--- src/rtl/mic1_pkg.sv ---
// Shared definitions for the MIC1 microsequencer: control-word layout,
// sequencer states, B-bus select codes and the idle MIR pattern.
package mic1_pkg;

  localparam int CW_W     = 36;
  localparam int MPC_W    = 9;
  localparam int MIR_W    = 16;
  localparam int ALU_W    = 8;

  localparam int NA_HI    = 35;
  localparam int NA_LO    = 27;
  localparam int JMPC_BIT = 26;
  localparam int JAMN_BIT = 25;
  localparam int JAMZ_BIT = 24;
  localparam int ALU_HI   = 23;
  localparam int ALU_LO   = 16;
  localparam int C_HI     = 15;
  localparam int C_LO     = 7;
  localparam int WR_BIT   = 6;
  localparam int RD_BIT   = 5;
  localparam int FE_BIT   = 4;
  localparam int B_HI     = 3;
  localparam int B_LO     = 0;

  localparam logic [MIR_W-1:0] MIR_IDLE = 16'h000F;

  typedef enum logic [1:0] {
    ST_FETCH = 2'd0,
    ST_EXEC  = 2'd1,
    ST_WAIT  = 2'd2,
    ST_HALT  = 2'd3
  } state_e;

  typedef enum logic [3:0] {
    B_MDR  = 4'h0,
    B_PC   = 4'h1,
    B_MBR  = 4'h2,
    B_MBRU = 4'h3,
    B_SP   = 4'h4,
    B_LV   = 4'h5,
    B_CPP  = 4'h6,
    B_TOS  = 4'h7,
    B_OPC  = 4'h8,
    B_NONE = 4'hF
  } b_sel_e;

  // Memory request field {write, read, fetch} of a control word.
  function automatic logic [2:0] cw_mem(input logic [CW_W-1:0] cw);
    return cw[WR_BIT:FE_BIT];
  endfunction

endpackage

--- src/rtl/mic1_next_addr.sv ---
// Combinational next-MPC: NEXT_ADDRESS with JAMN/JAMZ ORed into bit 8 and
// MBR ORed into the low byte for JMPC. No carries; contributions just OR.
module mic1_next_addr
  import mic1_pkg::*;
(
  input  logic [MPC_W-1:0] i_next_addr,
  input  logic             i_jmpc,
  input  logic             i_jamn,
  input  logic             i_jamz,
  input  logic             i_n,
  input  logic             i_z,
  input  logic [7:0]       i_mbr,
  output logic [MPC_W-1:0] o_mpc
);

  logic       w_hi_bit;
  logic [7:0] w_lo_byte;

  // OR-combine the branch contributions onto the base address.
  always_comb begin
    w_hi_bit  = i_next_addr[8] | (i_jamn & i_n) | (i_jamz & i_z);
    w_lo_byte = i_next_addr[7:0] | (i_jmpc ? i_mbr : 8'h00);
    o_mpc     = {w_hi_bit, w_lo_byte};
  end

endmodule

--- src/rtl/mic1_microsequencer.sv ---
// MIC1 control unit: fetch/execute/wait sequencing over a synchronous control
// store, memory handshakes with timeout, and next-MPC selection.
module mic1_microsequencer
  import mic1_pkg::*;
#(
  parameter logic [8:0] HALT_ADDR   = 9'h1FF,
  parameter int         MEM_TIMEOUT = 255
) (
  input  logic                clock,
  input  logic                reset,
  output logic [MPC_W-1:0]    cs_addr,
  input  logic [CW_W-1:0]     cs_data,
  input  logic                alu_n,
  input  logic                alu_z,
  input  logic [7:0]          mbr_byte,
  output logic [MIR_W-1:0]    mir_out,
  output logic [ALU_W-1:0]    alu_ctrl,
  output logic                ram_rd,
  output logic                ram_wr,
  input  logic                ram_ready,
  output logic                rom_fetch,
  input  logic                rom_ready,
  output logic                halted,
  output logic                mem_err
);

  localparam int CNT_W = (MEM_TIMEOUT > 1) ? $clog2(MEM_TIMEOUT + 1) : 1;
  localparam logic [CNT_W-1:0] CNT_LIMIT = CNT_W'(MEM_TIMEOUT - 1);

  state_e            r_state;
  logic [MPC_W-1:0]  r_mpc;
  logic [CW_W-1:0]   r_mir;
  logic              r_n;
  logic              r_z;
  logic [2:0]        r_pend;       // {wr, rd, fetch}
  logic [CNT_W-1:0]  r_wait_cnt;
  logic              r_mem_err;

  state_e            w_state_nx;
  logic [MPC_W-1:0]  w_mpc_nx;
  logic [CW_W-1:0]   w_mir_nx;
  logic              w_n_nx;
  logic              w_z_nx;
  logic [2:0]        w_pend_nx;
  logic [CNT_W-1:0]  w_cnt_nx;
  logic              w_err_nx;

  logic [2:0]        w_mem;
  logic [2:0]        w_done;
  logic [2:0]        w_left;
  logic              w_n_sel;
  logic              w_z_sel;
  logic [MPC_W-1:0]  w_next_mpc;

  // Flags come straight from the ALU when leaving EXEC, else from the latch.
  always_comb begin
    w_mem   = cw_mem(r_mir);
    w_done  = r_pend & {ram_ready, ram_ready, rom_ready};
    w_left  = r_pend & ~w_done;
    w_n_sel = (r_state == ST_EXEC) ? alu_n : r_n;
    w_z_sel = (r_state == ST_EXEC) ? alu_z : r_z;
  end

  mic1_next_addr u_next_addr (
    .i_next_addr (r_mir[NA_HI:NA_LO]),
    .i_jmpc      (r_mir[JMPC_BIT]),
    .i_jamn      (r_mir[JAMN_BIT]),
    .i_jamz      (r_mir[JAMZ_BIT]),
    .i_n         (w_n_sel),
    .i_z         (w_z_sel),
    .i_mbr       (mbr_byte),
    .o_mpc       (w_next_mpc)
  );

  // Next-state and next-register computation for the sequencer.
  always_comb begin
    w_state_nx = r_state;
    w_mpc_nx   = r_mpc;
    w_mir_nx   = r_mir;
    w_n_nx     = r_n;
    w_z_nx     = r_z;
    w_pend_nx  = r_pend;
    w_cnt_nx   = r_wait_cnt;
    w_err_nx   = r_mem_err;
    case (r_state)
      ST_FETCH: begin
        if (r_mpc == HALT_ADDR) begin
          w_state_nx = ST_HALT;
        end else begin
          w_mir_nx   = cs_data;
          w_state_nx = ST_EXEC;
        end
      end
      ST_EXEC: begin
        w_n_nx = alu_n;
        w_z_nx = alu_z;
        if (w_mem == 3'b000) begin
          w_mpc_nx   = w_next_mpc;
          w_state_nx = ST_FETCH;
        end else begin
          // A write suppresses a read issued in the same microinstruction.
          w_pend_nx  = {w_mem[2], w_mem[1] & ~w_mem[2], w_mem[0]};
          w_cnt_nx   = '0;
          w_state_nx = ST_WAIT;
        end
      end
      ST_WAIT: begin
        // One drain cycle after the last completion lets MBR settle for JMPC.
        if (r_pend == 3'b000) begin
          w_mpc_nx   = w_next_mpc;
          w_state_nx = ST_FETCH;
        end else if ((w_left != 3'b000) && (MEM_TIMEOUT != 0) &&
                     (r_wait_cnt == CNT_LIMIT)) begin
          w_err_nx   = 1'b1;
          w_pend_nx  = 3'b000;
          w_state_nx = ST_HALT;
        end else begin
          w_pend_nx  = w_left;
          w_cnt_nx   = r_wait_cnt + CNT_W'(1);
        end
      end
      ST_HALT: begin
        w_state_nx = ST_HALT;
      end
      default: begin
        w_state_nx = ST_FETCH;
      end
    endcase
  end

  // Sequencer state registers.
  always_ff @(posedge clock or posedge reset) begin
    if (reset) begin
      r_state    <= ST_FETCH;
      r_mpc      <= '0;
      r_mir      <= '0;
      r_n        <= 1'b0;
      r_z        <= 1'b0;
      r_pend     <= 3'b000;
      r_wait_cnt <= '0;
      r_mem_err  <= 1'b0;
    end else begin
      r_state    <= w_state_nx;
      r_mpc      <= w_mpc_nx;
      r_mir      <= w_mir_nx;
      r_n        <= w_n_nx;
      r_z        <= w_z_nx;
      r_pend     <= w_pend_nx;
      r_wait_cnt <= w_cnt_nx;
      r_mem_err  <= w_err_nx;
    end
  end

  // Datapath MIR and ALU control decode; load pulses track the ready inputs.
  always_comb begin
    mir_out  = MIR_IDLE;
    alu_ctrl = 8'h00;
    case (r_state)
      ST_EXEC: begin
        mir_out  = {r_mir[C_HI:C_LO], 3'b000, r_mir[B_HI:B_LO]};
        alu_ctrl = r_mir[ALU_HI:ALU_LO];
      end
      ST_WAIT: begin
        mir_out = {9'h000, 1'b0, w_done[1], w_done[0], B_NONE};
      end
      default: begin
        mir_out  = MIR_IDLE;
        alu_ctrl = 8'h00;
      end
    endcase
  end

  assign cs_addr   = r_mpc;
  assign ram_wr    = r_pend[2];
  assign ram_rd    = r_pend[1];
  assign rom_fetch = r_pend[0];
  assign halted    = (r_state == ST_HALT);
  assign mem_err   = r_mem_err;

endmodule

--- config.mk ---
export PLATFORM = sky130hd
export DESIGN_NAME = mic1_microsequencer
export DESIGN_NICKNAME = d
export VERILOG_FILES = /design/src/rtl/mic1_pkg.sv /design/src/rtl/mic1_next_addr.sv /design/src/rtl/mic1_microsequencer.sv
export SDC_FILE = /design/constraint.sdc
export NUM_CORES = 1
export LEC_CHECK = 0
export CAP_MARGIN = 30
export CORE_ASPECT_RATIO = 0.75
export CORE_MARGIN = 2
export CORE_UTILIZATION = 47
export CTS_CLUSTER_DIAMETER = 200
export DETAILED_ROUTE_END_ITERATION = 10
export PLACE_DENSITY = 0.83
export REMOVE_ABC_BUFFERS = 1
export SKIP_CTS_REPAIR_TIMING = 1
export SYNTH_ARGS = -nofsm -noshare
export SYNTH_HDL_FRONTEND = slang
export SYNTH_HIERARCHICAL = 1
export SYNTH_SLANG_ARGS = --single-unit
--- constraint.sdc ---
create_clock -name clock -period 2.89 [get_ports clock]
set_clock_uncertainty 0.2 [all_clocks]
set_input_delay 0.578 -clock clock [delete_from_list [all_inputs] [get_ports clock]]
set_output_delay 0.578 -clock clock [all_outputs]
set_load 0.02 [all_outputs]
[After elaboration in Yosys (flattened, before gate mapping)]
Index checks and enable logic that the tools add are counted.
Cells by class
  add/subtract/negate cells: 1
  bitwise operators: 12
  mux-type cells: 21
  equal/unequal tests: 11
  reductions and logical operators: 11
Operators by type and width (number)
  $mux W8: 5
  $pmux W16 S2: 1
  $mux W9: 2
  $pmux W9 S2: 1
  $pmux W8 S2: 1
  $eq A9 B9 Y1 const B: 1
  $mux W3: 3
  $reduce_and A3 Y1: 3
  $add A8 B1 Y8 const B: 1
  $eq A8 B8 Y1 const B: 1
  $mux W2: 4
  $ne A2 B2 Y1 const B: 4
  $or A8 B8 Y8: 1
  $pmux W2 S4: 1
  $and A3 B3 Y3: 2
  $logic_not A3 Y1: 2
  $pmux W3 S2: 1
  $eq A2 B2 Y1 const B: 2
  $reduce_and A4 Y1: 1
  $and A1 B1 Y1: 3
  $ne A3 B3 Y1 const B: 1
  $not A1 Y1: 3
  $not A3 Y3: 1
  $reduce_bool A3 Y1: 1
  other kinds (8): 10
Word-level totals
  output and inout port bits: 38
  input bits: 50
  logic and storage cells: 64
  register bits: 61

[Depth between registers and ports, before layout]
  word-level depth: 8
  gate-level depth with buffers: 7
  gate-level depth less buffers: 6

[Cells and area by module]
The synthesis kept the hierarchy.
Modules (own cells, without submodules)
  mic1_microsequencer: cells each 224, instances 1, area each 2816.5 µm²
  mic1_next_addr: cells each 11, instances 1, area each 82.6 µm²

[Worst setup path after synthesis]
No wires, ideal clock.
  path type: reg2out
  from: register r_state[0]
  to: output mir_out[4]
  required time: 2.112 ns
  cell stages (with the launch flop): 6
  arrival time: 1.628 ns
  setup slack: 0.484 ns
  path buffers: 1
  cells stage by stage: dfrtp_1 inv_1 ha_1 clkbuf_1 inv_1 nor3_1
On the way
  word-level cells in the longest chain between the ends: 2
RTL lines
  from (decl): RTL line mic1_microsequencer.sv:30  | state_e r_state;
  from (signal assigned): RTL line mic1_microsequencer.sv:143  | r_state <= w_state_nx;
  $eq A2 B2 Y1 / $eq A2 B1 Y1 (equally long branches): RTL line mic1_microsequencer.sv:158  | case (r_state)
  $pmux W16 S2 (*): RTL line mic1_microsequencer.sv:158
  to (decl): RTL line mic1_microsequencer.sv:16  | output logic [MIR_W-1:0] mir_out,
Mark *: on every way between the ends. The rest lies on a longest branch, timed or not.

[Worst setup path after layout]
  from: register r_state[1]
  to: output mir_out[10]
The elaborated chain is that of the path after synthesis.

==> results.json <==
{
  "status": "complete, no violations",
  "synth_seq_cells": 61,
  "crit_path_end_kind": "primary output",
  "p_clk_share_pct": 15.2,
  "synthToLayoutAreaGrowth_pct": 40.57,
  "ys_top_cells_by_count": "dfrtp_1 (61), mux2_2 (47), and2_1 (18)",
  "die_area_um2": 6819,
  "synthArstFlopShare_pct": 100.0,
  "power_density_nw_per_um2": 1162,
  "ios": 88,
  "synth_area_leaders": "dfrtp_1 (53%), mux2_2 (18%), and2_1 (3.9%)",
  "drt.antenna.violating_nets": 0,
  "io_buffers": 86,
  "finalSetupTns_ns": 0,
  "path_class": "reg -> out",
  "insertion_delay_ns": 0.34,
  "overflow": 0,
  "post-synth-top-count-cell": "dfrtp_1",
  "grt_usage_pct": 21.58,
  "worstPathCellList": "inv_1 > ha_2 > and2_1 > clkdlybuf4s50_1",
  "crit_buf_inv": 2,
  "worstPathArrival_ns": 2.08,
  "gr-max-usage-layer": "met2",
  "synthDistinctLibCells": 37,
  "drc": 0,
  "wl_per_cell_um": 16.25,
  "nFillCells": 456,
  "power_frac_comb_pct": 52.4,
  "finalMaxSlewViolations": 0,
  "root_buffer": "clkbuf_8",
  "syn_area_um2": 2899,
  "grt_max_degree": 33,
  "synth_edf_count": 0,
  "slew_headroom_pct": 55.85,
  "cp_max_fo": 22,
  "seqPwrFrac_pct": 32.4,
  "layout.nets": 387,
  "synth_largest_area_cell": "dfrtp_1",
  "synth_flop_cell": "dfrtp_1",
  "dr.first_iter.drc_count": 119,
  "clk_pin_slew_ns": 0.07,
  "grt_use_met3_pct": 11.11,
  "path_delay_family": "buffers and inverters",
  "start_util_pct": 49.26,
  "netSwitchingPower_mw": 1.790,
  "avgViaCountPerCell": 5.294,
  "syn_area_per_cell_um2": 12.34,
  "cp-start-kind": "register",
  "syn_inst": 235,
  "cellLeakagePower_nw": 1.770,
  "min_path_type": "reg -> reg",
  "period_share_pct": 98.74,
  "post-route-min-period_ns": 2.853,
  "critPathSlowestCell": "clkdlybuf4s50_1",
  "use_met1_pct": 26.61,
  "place.gp.congestion": 0.7601,
  "htreeDepth": 3,
  "antenna_found_initial": 0,
  "wl_um": 6697,
  "clk_path_buf_depth": 2,
  "rows": 24,
  "detailed_place_hpwl_um": 4800,
  "rsz0062_at_grt": "true",
  "synth_top_cell_area_share_pct": 52.65,
  "ys_seq_area_share_pct": 52.65,
  "coreArea_um2": 5886,
  "gr-usage-met2_pct": 33.25,
  "drtPass1Iterations": 4,
  "grt_pass1_vias": 2327,
  "fmax_mhz": 350.5,
  "max_stage_delay_ns": 0.62,
  "grt_pass1_wl_um": 11100,
  "power_mw": 4.737,
  "yosys_warnings": 6,
  "p_int_mw": 2.947,
  "drv_cap": 0,
  "finalHoldViolations": 0,
  "setup_viol": 0,
  "worst_hold_slack_ns": 0.2644,
  "cts_tree": "built",
  "insertedDiodeCount": 0,
  "fp.dieH_um": 72.02,
  "cts_sinks": 61,
  "die_w_um": 94.69,
  "drive_gt1_share_pct": 23.35,
  "cts_made_buffers": 9,
  "vias": 2181,
  "cp_data_required_time_ns": 2.11,
  "worstMarginPinSlew_ns": 0.6613,
  "sw_frac_of_total_pct": 37.79,
  "vdd_drop_max_v": 0.0005602
}
==> cell type report <==
type	instances	area (µm²)	share of cell area, %
multi-input combinational	156	1296	31.81
sequential	61	1526	37.46
timing repair buffer	96	948.4	23.27
clock buffer	12	145.1	3.562
clock inverter	2	35.03	0.8597
tap	78	97.59	2.395
inverter	7	26.28	0.6448
==> metrics by stage <==
stage,setup WS [ns],instance area (µm²),std cells,util [%]
4_1_cts,-0.2037,4058,412,68.94
6_report,0.03654,4075,412,69.24
3_5_place_dp,0.1879,3877,398,65.88
3_3_place_gp,0.2136,3877,398,65.88
5_1_grt,-0.07911,4075,412,69.24
2_1_floorplan,0.4800,2844,224,-
==> cell families (layout without fill, tap and decap cells) <==
kind of cell             Yosys count  in the layout  share of synthesized area (%)
adder cells (fa/ha/maj)            6              6                          2.589
flip-flops                        61             61                          52.65
AND/OR/NAND/NOR                   61             61                          11.22
buffers and inverters             18            117                          2.805
AO/OA/AOI/OAI                     40             40                          11.96
other                              1              1                         0.1294
multiplexers                      48             48                          18.64
==> metal layers <==
metal	wire [µm]	part of all wire, %
met3	600	9.0
met2	3141	47
met5	0	0
met1	2887	43
met4	68	1.0
==> layout by cell type (no fill, tap or decap), types with 7 or more instances in the layout <==
cell type / count
a21o_1: 9
clkdlybuf4s50_1: 81
dfrtp_1: 61
buf_4: 10
and2_1: 18
clkbuf_8: 10
mux2_2: 47
o21ai_0: 7
nand2_1: 15
==> state kept, by name (all words and copies together) (netlist names) <==
name        flops
r_wait_cnt      8
r_z             1
r_n             1
cs_addr         9
r_mir          36
r_pend          3
r_state         2
mem_err         1
==> worst reg2reg max path, cell delays in order, from the launching register on <==
cell	delay, ns
dfrtp_1	0.40
inv_1	0.11
ha_2	0.42
buf_4	0.21
mux2_2	0.34
a221o_1	0.31
mux2_2	0.26
==> final timing paths <==
| path | cells past startpoint | slack (ns) | startpoint | to |
|---|---|---|---|---|
| setup / recovery | 4 | 0.04 | r_state[1] | mir_out[10] |
| hold / removal | 1 | 0.26 | mem_err | mem_err |
| setup reg to reg | 6 | 0.53 | r_state[1] | cs_addr[8] |
| hold reg to reg | 1 | 0.26 | mem_err | mem_err |
| max in group asynchronous | 3 | 1.38 | reset | r_wait_cnt[6] |
| min in group asynchronous | 2 | 0.45 | reset | r_mir[19] |
==> power groups by stage <==
stage / clock, mW / sequential, mW / combinational, mW
6_report: 0.722 / 1.53 / 2.48
5_1_grt: 0.786 / 1.58 / 2.68
4_1_cts: 0.744 / 1.53 / 2.51
3_5_place_dp: 0 / 1.54 / 2.49
3_3_place_gp: 0 / 1.52 / 2.43
2_1_floorplan: 0 / 1.55 / 1.49
Power figures use the tool's default switching activity.
